**config.mk**
```make
export PLATFORM = sky130hd
export DESIGN_NAME = axis_pkt_gen
export DESIGN_NICKNAME = d
export VERILOG_FILES = /design/src/rtl/axis_pkt_gen.sv
export SDC_FILE = /design/constraint.sdc
export NUM_CORES = 1
export LEC_CHECK = 0
export BUFFER_PORTS_ARGS = -buffer_cell sky130_fd_sc_hd__buf_2
export CELL_PAD_IN_SITES_DETAIL_PLACEMENT = 0
export CELL_PAD_IN_SITES_GLOBAL_PLACEMENT = 1
export CORE_UTILIZATION = 47
export CTS_BUF_LIST = sky130_fd_sc_hd__clkbuf_4
export DETAILED_ROUTE_END_ITERATION = 16
export PLACE_DENSITY = 0.95
export SLEW_MARGIN = 20
export SYNTH_ARGS = -nofsm -noshare
export SYNTH_HDL_FRONTEND = slang
export SYNTH_SLANG_ARGS = --single-unit
```
**constraint.sdc**
```tcl
create_clock -name clk -period 3.35 [get_ports clk]
set_input_delay 0.5025 -clock clk [delete_from_list [all_inputs] [get_ports clk]]
set_output_delay 0.5025 -clock clk [all_outputs]
set_load 0.02 [all_outputs]
```
**src/rtl/axis_pkt_gen.sv**
```systemverilog
// axis_pkt_gen: AXI-Stream burst generator emitting incrementing-data packets
// separated by a fixed number of idle gap cycles.
module axis_pkt_gen #(
    parameter int DATA_WIDTH = 8,
    parameter int GAP_CYCLES = 2
) (
    input  logic                  clk,
    input  logic                  reset_n,
    input  logic                  start,
    input  logic [7:0]            pkt_len,
    input  logic [7:0]            num_pkts,
    input  logic [DATA_WIDTH-1:0] seed,
    output logic [DATA_WIDTH-1:0] output_tdata,
    output logic                  output_tvalid,
    input  logic                  output_tready,
    output logic                  output_tlast,
    output logic                  busy,
    output logic                  done,
    output logic [7:0]            pkt_count
);
    localparam int GW = GAP_CYCLES > 1 ? $clog2(GAP_CYCLES) : 1;

    typedef enum logic [1:0] {IDLE, SEND, GAP} state_t;

    state_t                state_q, state_d;
    logic [7:0]            len_q, len_d, npk_q, npk_d, beat_q, beat_d, cnt_q, cnt_d;
    logic [DATA_WIDTH-1:0] data_q, data_d;
    logic [GW-1:0]         gap_q, gap_d;
    logic                  done_q, done_d;
    logic                  last, xfer;

    // tvalid comes straight from the state register, so it never depends on tready
    assign output_tvalid = state_q == SEND;
    assign last          = beat_q == len_q - 8'd1;
    assign output_tlast  = output_tvalid && last;
    assign output_tdata  = data_q;
    assign xfer          = output_tvalid && output_tready;
    assign busy          = state_q != IDLE;
    assign done          = done_q;
    assign pkt_count     = cnt_q;

    always_comb begin
        state_d = state_q;
        len_d   = len_q;
        npk_d   = npk_q;
        beat_d  = beat_q;
        cnt_d   = cnt_q;
        data_d  = data_q;
        gap_d   = gap_q;
        done_d  = 1'b0;
        case (state_q)
            IDLE: if (start) begin
                len_d  = pkt_len == 8'd0 ? 8'd1 : pkt_len;
                npk_d  = num_pkts;
                data_d = seed;
                cnt_d  = 8'd0;
                beat_d = 8'd0;
                if (num_pkts == 8'd0) done_d = 1'b1;
                else state_d = SEND;
            end
            SEND: if (xfer) begin
                data_d = data_q + 1'b1;
                beat_d = last ? 8'd0 : beat_q + 8'd1;
                if (last) begin
                    cnt_d = cnt_q + 8'd1;
                    gap_d = '0;
                    if (cnt_q + 8'd1 == npk_q) begin
                        state_d = IDLE;
                        done_d  = 1'b1;
                    end else begin
                        state_d = GAP_CYCLES == 0 ? SEND : GAP;
                    end
                end
            end
            GAP: begin
                gap_d = gap_q + 1'b1;
                if (gap_q == GW'(GAP_CYCLES - 1)) state_d = SEND;
            end
            default: state_d = IDLE;
        endcase
    end

    always_ff @(posedge clk or negedge reset_n) begin
        if (!reset_n) begin
            state_q <= IDLE;
            len_q   <= '0;
            npk_q   <= '0;
            beat_q  <= '0;
            cnt_q   <= '0;
            data_q  <= '0;
            gap_q   <= '0;
            done_q  <= 1'b0;
        end else begin
            state_q <= state_d;
            len_q   <= len_d;
            npk_q   <= npk_d;
            beat_q  <= beat_d;
            cnt_q   <= cnt_d;
            data_q  <= data_d;
            gap_q   <= gap_d;
            done_q  <= done_d;
        end
    end
endmodule

```
==> summary by stage, run 1 <==
Outcome
The run finished with clean final reports.

Placed design
The weighted congestion at the end of routability-driven global placement is 0.8023. Counting tap cells, the placed design contains a total of 379 instances. The HPWL after detailed placement is 4188 um. The number of buffers inserted by port buffering is 47.

GRT
The maximum number of pins on one net before global-route repair is 45. In the global route stage, overall resource usage came out at 22.35%. The first global-routing pass estimated 9390 um of wire. The leftover overflow at the end of global routing is 0. The via count of the first global-routing pass was 2,083. The initial antenna violation count was 0.

Logic synthesis
The synthesized netlist occupies a cell area of 0.002522 mm2. In the synthesized netlist the dominant register cell turns out to be dfrtp_1. Counting flops and latches in the post-synthesis netlist gives 44. The number of warnings reported in the yosys synthesis log is 0. The post-synthesis instance total is 267.

The synthesized area per cell is 9.447 um2. The top cell type by area accounts for 43.65% of the synthesized area. The distinct cell type count of the synthesized netlist is 47. The post-synthesis adder-cell area fraction is 1.984%. The dominant combinational cell family by area after synthesis is simple AND/OR/NAND/NOR gates.

After Yosys synthesis, and, or, nand and nor cells account for 21.28% of the synthesized area. The fraction of registers with async set/reset is 100.0%. After synthesis, the cell types taking the most area are dfrtp_1 44%, mux2_2 6.3%, xor2_1 5.2%. Of the total synthesized cell area, the portion taken by XOR and XNOR cells is 9.028%. Of the post-synthesis cell area, the part taken by muxes is 6.250%.

The number of nets in the synthesized netlist is 299. Summed over all instances, the cell type with the most area after synthesis is dfrtp_1. The complex-gate fraction of the synthesized area is 14.53%. The number of synthesized flops with an enable pin is 0. The sequential area share after synthesis is 43.65%.

Worst setup path
The critical path is of the flop to output port type. The type of origin of the critical path is a flop. The endpoint identified for the worst register-to-register timing path is pkt_count[3]$_DFFE_PN0P_. The capturing element type of the critical path is an output port.

The launch point of the critical path is len_q[0]$_DFFE_PN0P_. The cell repeated most along the worst path is nor4_1. The worst endpoint data arrival time is 2.52 ns. The library cell contributing the largest single delay on the critical path is dfrtp_1. Traced cell by cell, the critical path runs through inv_1 > ha_1 > or3b_1 > nor4_1 > o2111ai_1 > nor4_1 > buf_2. The startpoint identified for the worst register-to-register timing path is len_q[0]$_DFFE_PN0P_. The endpoint of the worst setup timing path is output_tlast. Along the worst path, the maximum fanout reaches 4. The number of cells on the worst reg-to-reg path is 8. For this run, the slowest stage of the critical path takes 0.45 ns.

STA puts the critical path data required time at 2.85 ns. Setup slack on the worst reg-to-reg path comes out at 0.77 ns.

STA
Summed over all failing endpoints, the final setup total negative slack is 0 ns. The final number of max-transition violations is 0. The final setup violation count is 0.

The achievable frequency is 330.6 MHz. Setup repair after global routing left no endpoint under its margin. The share of the clock period used by the worst path is 90.30%.

The final number of hold-violating endpoints came to 0. Clock skew on the completed layout was measured at 0.01724 ns. Across all hold checks on the routed design, the worst slack comes to 0.09965 ns. For the pin with the worst max-slew slack, the measured transition is 0.6084 ns. The final critical delay including setup and external delays is 3.025 ns.

The relative slew slack is 59.13%.

Routing
The met3 wire length is 241 um. The met1 routed wirelength after detailed routing is 2557 um. For this run, design rule violations remaining after detail routing come to 0. The detailed-routing iteration count for the pre-antenna-repair pass is 4. The final wirelength is 5628 um. In this run the remaining antenna-violating nets after routing total 0. The routed layout has 2,112 vias. The DRC marker count from the first detailed-route iteration is 111.

The mean routed wirelength per cell is 14.54 um. In the routed layout, each cell is associated on average with a via count of 5.457. The highest metal layer used by the detailed router is met4.

After detailed routing, the met2 layer carries 2727 um of wire.

Floorplan
The area of the die is 0.005664 mm2. The count of pins on the block boundary is 48. The die is 75.26 um wide.

After floorplanning, the core was divided into 26 placement rows. The starting density of the core is 49.07%. The vertical extent of the die is 75.26 um. After floorplanning, the core was sized to cover 0.005140 mm2.

Clocking
The number of buffers on the longest clock path is 2. CTS saw 44 sinks. After clock tree synthesis, the clock-pin slew on the worst setup and hold paths is 0.13 ns. The clock latency at the later pin of the worst-skew pair is 0.37 ns.

Gates resized during post-CTS repair numbered 0. Hold repair after CTS inserted 0 buffers. After clock tree synthesis, the setup repair step added 0 buffers. The number of buffers created by CTS is 5. Clock tree synthesis selected as its root buffer the cell clkbuf_4. TritonCTS built the clock tree.

In this run the number of H-tree levels came out at 2.

Power
The net switching power of the design is 1.103 mW. In this run the static leakage power is 1.294 nW. The power after layout is 2.449 mW. The share of total power dissipated in the clock network is 10.2%. The combinational group share of total power is 47.7%. The power density of the placed cells is 846.5 mW/mm2. The share of total power dissipated in sequential elements is 42.2%.

The internal power component is 1.346 mW. Of the total power, the share spent switching nets is 45.05%. The worst-case IR drop observed on VDD is 0.3910 mV.

Cells and area
Relative to the synthesized area, the layout overhead comes to 14.68%. The proportion of layout cells with a drive suffix above 1 is 26.81%. The core utilization of the finished layout is 56.28%. The filler cell count is 509. The antenna diode instance count is 0.

The count of placed standard cells in the final layout, fillers left out is 387. The final net count is 348. The library cell used most frequently in the layout, excluding fill and tap cells, is buf_2. Leaving out fill and tap cells, the most frequent cells in the layout are 46 x buf_2, 44 x dfrtp_1, 27 x nor2_1.

Worst hold path
The tightest min-delay check is of the input port to async pin type.

Run
The tool flagged a number of max-cap violations equal to 0.
-- sequential cells by signal (all words and copies together) (netlist names) --
| name | flops |
|---|---|
| beat_q | 8 |
| len_q | 8 |
| npk_q | 8 |
| output_tdata | 8 |
| pkt_count | 8 |
| state_q | 2 |
| done | 1 |
| gap_q | 1 |
-- power by group through the flow --
stage / clock [mW] / combinational, mW / sequential, mW
finish: 0.249 / 1.17 / 1.03
global route: 0.278 / 1.31 / 1.08
CTS: 0.258 / 1.17 / 1.03
detailed placement: 0 / 1.17 / 1.04
global placement: 0 / 1.13 / 1.03
floorplan: 0 / 0.811 / 1.06
-- logic make-up (layout without fill, tap and decap cells) --
logic type / Yosys count / after routing
AO/OA/AOI/OAI: 57 / 57
flip-flops: 44 / 44
adder cells (fa/ha/maj): 4 / 4
AND/OR/NAND/NOR: 102 / 102
multiplexers: 14 / 14
XOR/XNOR: 26 / 26
buffers and inverters: 20 / 70
-- area by class of cell --
cell class,instances,area (um2),area share (%)
Sequential cell,44,1101,38.06
Multi-Input combinational cell,203,1344,46.45
Clock inverter,3,13.76,0.4758
Tap cell,70,87.58,3.028
Timing Repair Buffer,51,267.8,9.256
Inverter,11,41.29,1.427
Clock buffer,5,37.54,1.298
-- stage by stage --
| stage | setup WS, ns | cell area (um2) |
|---|---|---|
| 2_1_floorplan | 0.6715 | 2522 |
| 3_3_place_gp | 0.7858 | 2839 |
| 3_5_place_dp | 0.7414 | 2839 |
| 4_1_cts | 0.3162 | 2890 |
| 5_1_grt | 0.07215 | 2893 |
| 6_report | 0.3249 | 2893 |
-- how the worst min path moves through the flow --
stage	end	depth (start not counted)
after CTS	output_tdata[7]$_DFFE_PN0P_	1
after floorplan	beat_q[0]$_DFFE_PN0P_	0
after global routing	output_tdata[5]$_DFFE_PN0P_	1
final	len_q[0]$_DFFE_PN0P_	1
after detailed placement	state_q[1]$_DFFE_PN0P_	1
after global placement	state_q[1]$_DFFE_PN0P_	1
-- cell usage after synthesis, drive strengths merged (2+ instances only) --
cell / count
a21o: 3
a21oi: 15
ha: 4
nor2: 27
dfrtp: 44
nor3: 10
xor2: 15
nand3: 11
and3: 3
a31oi: 3
or3b: 2
nand2: 20
clkbuf: 8
nor4: 5
nand2b: 6
mux2: 14
xnor2: 11
o21ai: 23
nand4: 3
or4: 5
o22ai: 3
nor2b: 2
and2: 4
inv: 10
-- routing by layer --
metal	global-route usage (%)	up-vias
li1	-	1043
met3	3.213	10
met1	28.00	1012
met4	9.465	0
met5	0	-
met2	38.74	47
-- critical path, delay by kind of cell, from the launching register on --
kind / cells / cell delay (ns)
AND/OR/NAND/NOR: 3 / 0.92
flip-flops: 1 / 0.45
buffers and inverters: 2 / 0.33
AO/OA/AOI/OAI: 1 / 0.28
adder cells (fa/ha/maj): 1 / 0.20
Power figures use the tool's default switching activity.
==> inputs of run 2 (changes only) <==
- CTS_CLUSTER_DIAMETER: not set -> 30
- REMOVE_ABC_BUFFERS: not set -> 1
- clock period: 3.35 -> 3.6 ns (I/O delays scaled with it)
==> summary by stage, run 2 (synthesized netlist as in run 1, its figures left out) <==
Worst setup path
STA classifies the critical path startpoint as a flop. The setup slack on the worst flop-to-flop path is 1.07 ns. Data on the critical path arrives at its endpoint at 2.53 ns. By startpoint and endpoint, the worst setup path is classified as flop to output port. The reg-to-reg startpoint is state_q[1]$_DFFE_PN0P_. For the worst flop-to-flop path, the logic depth is 6. The endpoint identified for the worst register-to-register timing path is output_tdata[0]$_DFFE_PN0P_. STA puts the critical path data required time at 3.06 ns. The critical-path maximum fanout is 4. The capturing element type of the critical path is an output port.

STA
The final number of max-transition violations is 0. The worst pin sits at a relative slew slack of 44.86%. Adding up every negative setup slack in the final design gives 0 ns. In the finished design, the share of the clock period the worst path needs comes to 85.33%. The transition time at the pin with the least slew margin is 0.8271 ns. The final number of hold-violating endpoints is 0.

Setup repair after global routing left no endpoint under its margin. The clock arrives with 0.02250 ns of skew. Timing would allow up to 325.5 MHz. Across all hold checks on the routed design, the worst slack comes to 0.1488 ns. The smallest clock period supported by the final layout is computed as 3.072 ns. Setup violations remaining at the end of the flow were counted as 0.

Clocking
The number of setup buffers added after CTS is 0. The quantity of hold-fixing buffers added after cts is 0. The number of gates resized after cts is 0.

The TritonCTS clock tree is done. The number of buffers on the longest clock path is 2. The cell at the root of the clock tree is clkbuf_4. The total number of H-tree levels is 2. The count of clock tree sinks is 44. The clock reaches the later pin of the worst-skew pair after 0.37 ns. The register clock-pin slew on the reported worst setup and hold paths is 0.13 ns. The number of buffers created by CTS is 5.

Routing
The mean number of vias per cell is 5.495. The count of vias placed by the detailed router is 2,110. The number of DRC violations after detailed routing is 0.

The pre-antenna-repair detailed-routing pass consisted of 4 iterations. The post-detailed-route count of antenna-violating nets is 0. The final wirelength is 5283 um. After detailed routing, the average wire length per cell comes to 13.76 um. In this run, the number of DRC markers left after iteration 0 of detailed routing was 96.

Floorplan
The count of pins on the block boundary is 48. After floorplanning, the core was sized to cover 0.005140 mm2. The vertical extent of the die is 75.26 um. Row generation in the floorplan step produced 26 rows.

The die covers 0.005664 mm2. The starting density of the core is 49.07%. From left edge to right edge, the die measures 75.26 um.

Power
In this run the power density over the cells is 781.6 mW/mm2. Sequential cells account for 42.6% of the total power. For this design the static power due to leakage is 1.279 nW. Net switching is 44.74% of the power.

The net switching power of the design is 1.004 mW. The internal power component is 1.240 mW. The combinational group share of total power is 46.8%.

The share of total power in the clock network is 10.6%. Total power for the finished layout comes to 2.243 mW. VDD sags by at most 0.2978 mV.

Cells and area
The layout overhead on the synthesized area is 13.79%. The top cell types in the final layout, fill and taps aside, are 46 x buf_2, 44 x dfrtp_1, 27 x nor2_1. The antenna diode instance count is 0.

For this run, the post-layout net count is 345. The most common cell after layout, fill and taps aside is buf_2. The filler cell count is 510. The proportion of layout cells with a drive suffix above 1 is 26.11%.

The core utilization of the finished layout is 55.84%.

GRT
The via count of the first global-routing pass is 1,926. The maximum number of pins on one net before global-route repair is 45. For this run the aggregate overflow at the end of global routing stands at 0. The global-route wire length before repair is 8825 um. The initial antenna violation count came to 0. Across every metal layer, demand over resource in global routing totals 20.84%.

Worst hold path
The worst hold path belongs to the class input port to async pin.

Placed design
Detailed placement finished with a half-perimeter wire length of 3790 um. The number of buffers inserted by port buffering is 47. The weighted congestion at the end of routability-driven global placement is 0.8110.

Outcome
The run finished with clean final reports.

Run
Across the run, the number of max-cap violations was 0.
==> run 2: changes by cell type in the layout (fill, tap and decap cells not counted) <==
cell,previous run,this run
buf_4,5,2
==> run 2: final cells by class <==
class / instances / area, um2 / share of cell area [%]
clock buffer: 5 / 37.54 / 1.308
clock inverter: 3 / 13.76 / 0.4795
inverter: 11 / 41.29 / 1.439
multi-input combinational: 203 / 1344 / 46.82
sequential: 44 / 1101 / 38.36
tap: 70 / 87.58 / 3.051
timing repair buffer: 48 / 245.2 / 8.544
==> run 2: worst max path at each step <==
stage                         start                    end  cells past startpoint
2_1_floorplan                 start  beat_q[5]$_DFFE_PN0P_                      6
3_3_place_gp   len_q[0]$_DFFE_PN0P_           output_tlast                      7
3_5_place_dp   len_q[0]$_DFFE_PN0P_           output_tlast                      7
4_1_cts        len_q[0]$_DFFE_PN0P_           output_tlast                      7
5_1_grt        len_q[0]$_DFFE_PN0P_           output_tlast                      7
6_report       len_q[0]$_DFFE_PN0P_           output_tlast                      7
==> run 2: worst max-delay path, cell delays in order, from the launching register on <==
cell       delay (ns)
dfrtp_1          0.44
inv_1            0.09
ha_1             0.19
or3b_1           0.40
nor4_1           0.23
o2111ai_1        0.27
nor4_1           0.33
buf_2            0.23
==> run 2: per-layer routing <==
metal / wire [um] / global-route usage, %
met5: 0 / 0
met4: 38 / 5.556
met3: 217 / 4.418
met2: 2484 / 35.34
met1: 2542 / 27.19
==> run 2: power groups by stage <==
| stage | sequential (mW) | clock (mW) | combinational (mW) |
|---|---|---|---|
| 2_1_floorplan | 1.00 | 0 | 0.724 |
| 3_3_place_gp | 0.958 | 0 | 1.03 |
| 6_report | 0.956 | 0.237 | 1.05 |
| 4_1_cts | 0.956 | 0.246 | 1.06 |
| 5_1_grt | 0.991 | 0.269 | 1.17 |
| 3_5_place_dp | 0.965 | 0 | 1.05 |
==> run 2: through the flow <==
stage / std cells / setup WS (ns) / instance area, um2
floorplan: 258 / 0.6117 / 2481
global placement: 376 / 1.001 / 2816
detailed placement: 376 / 0.9533 / 2816
CTS: 384 / 0.5291 / 2868
global route: 384 / 0.3254 / 2870
finish: 384 / 0.5282 / 2870
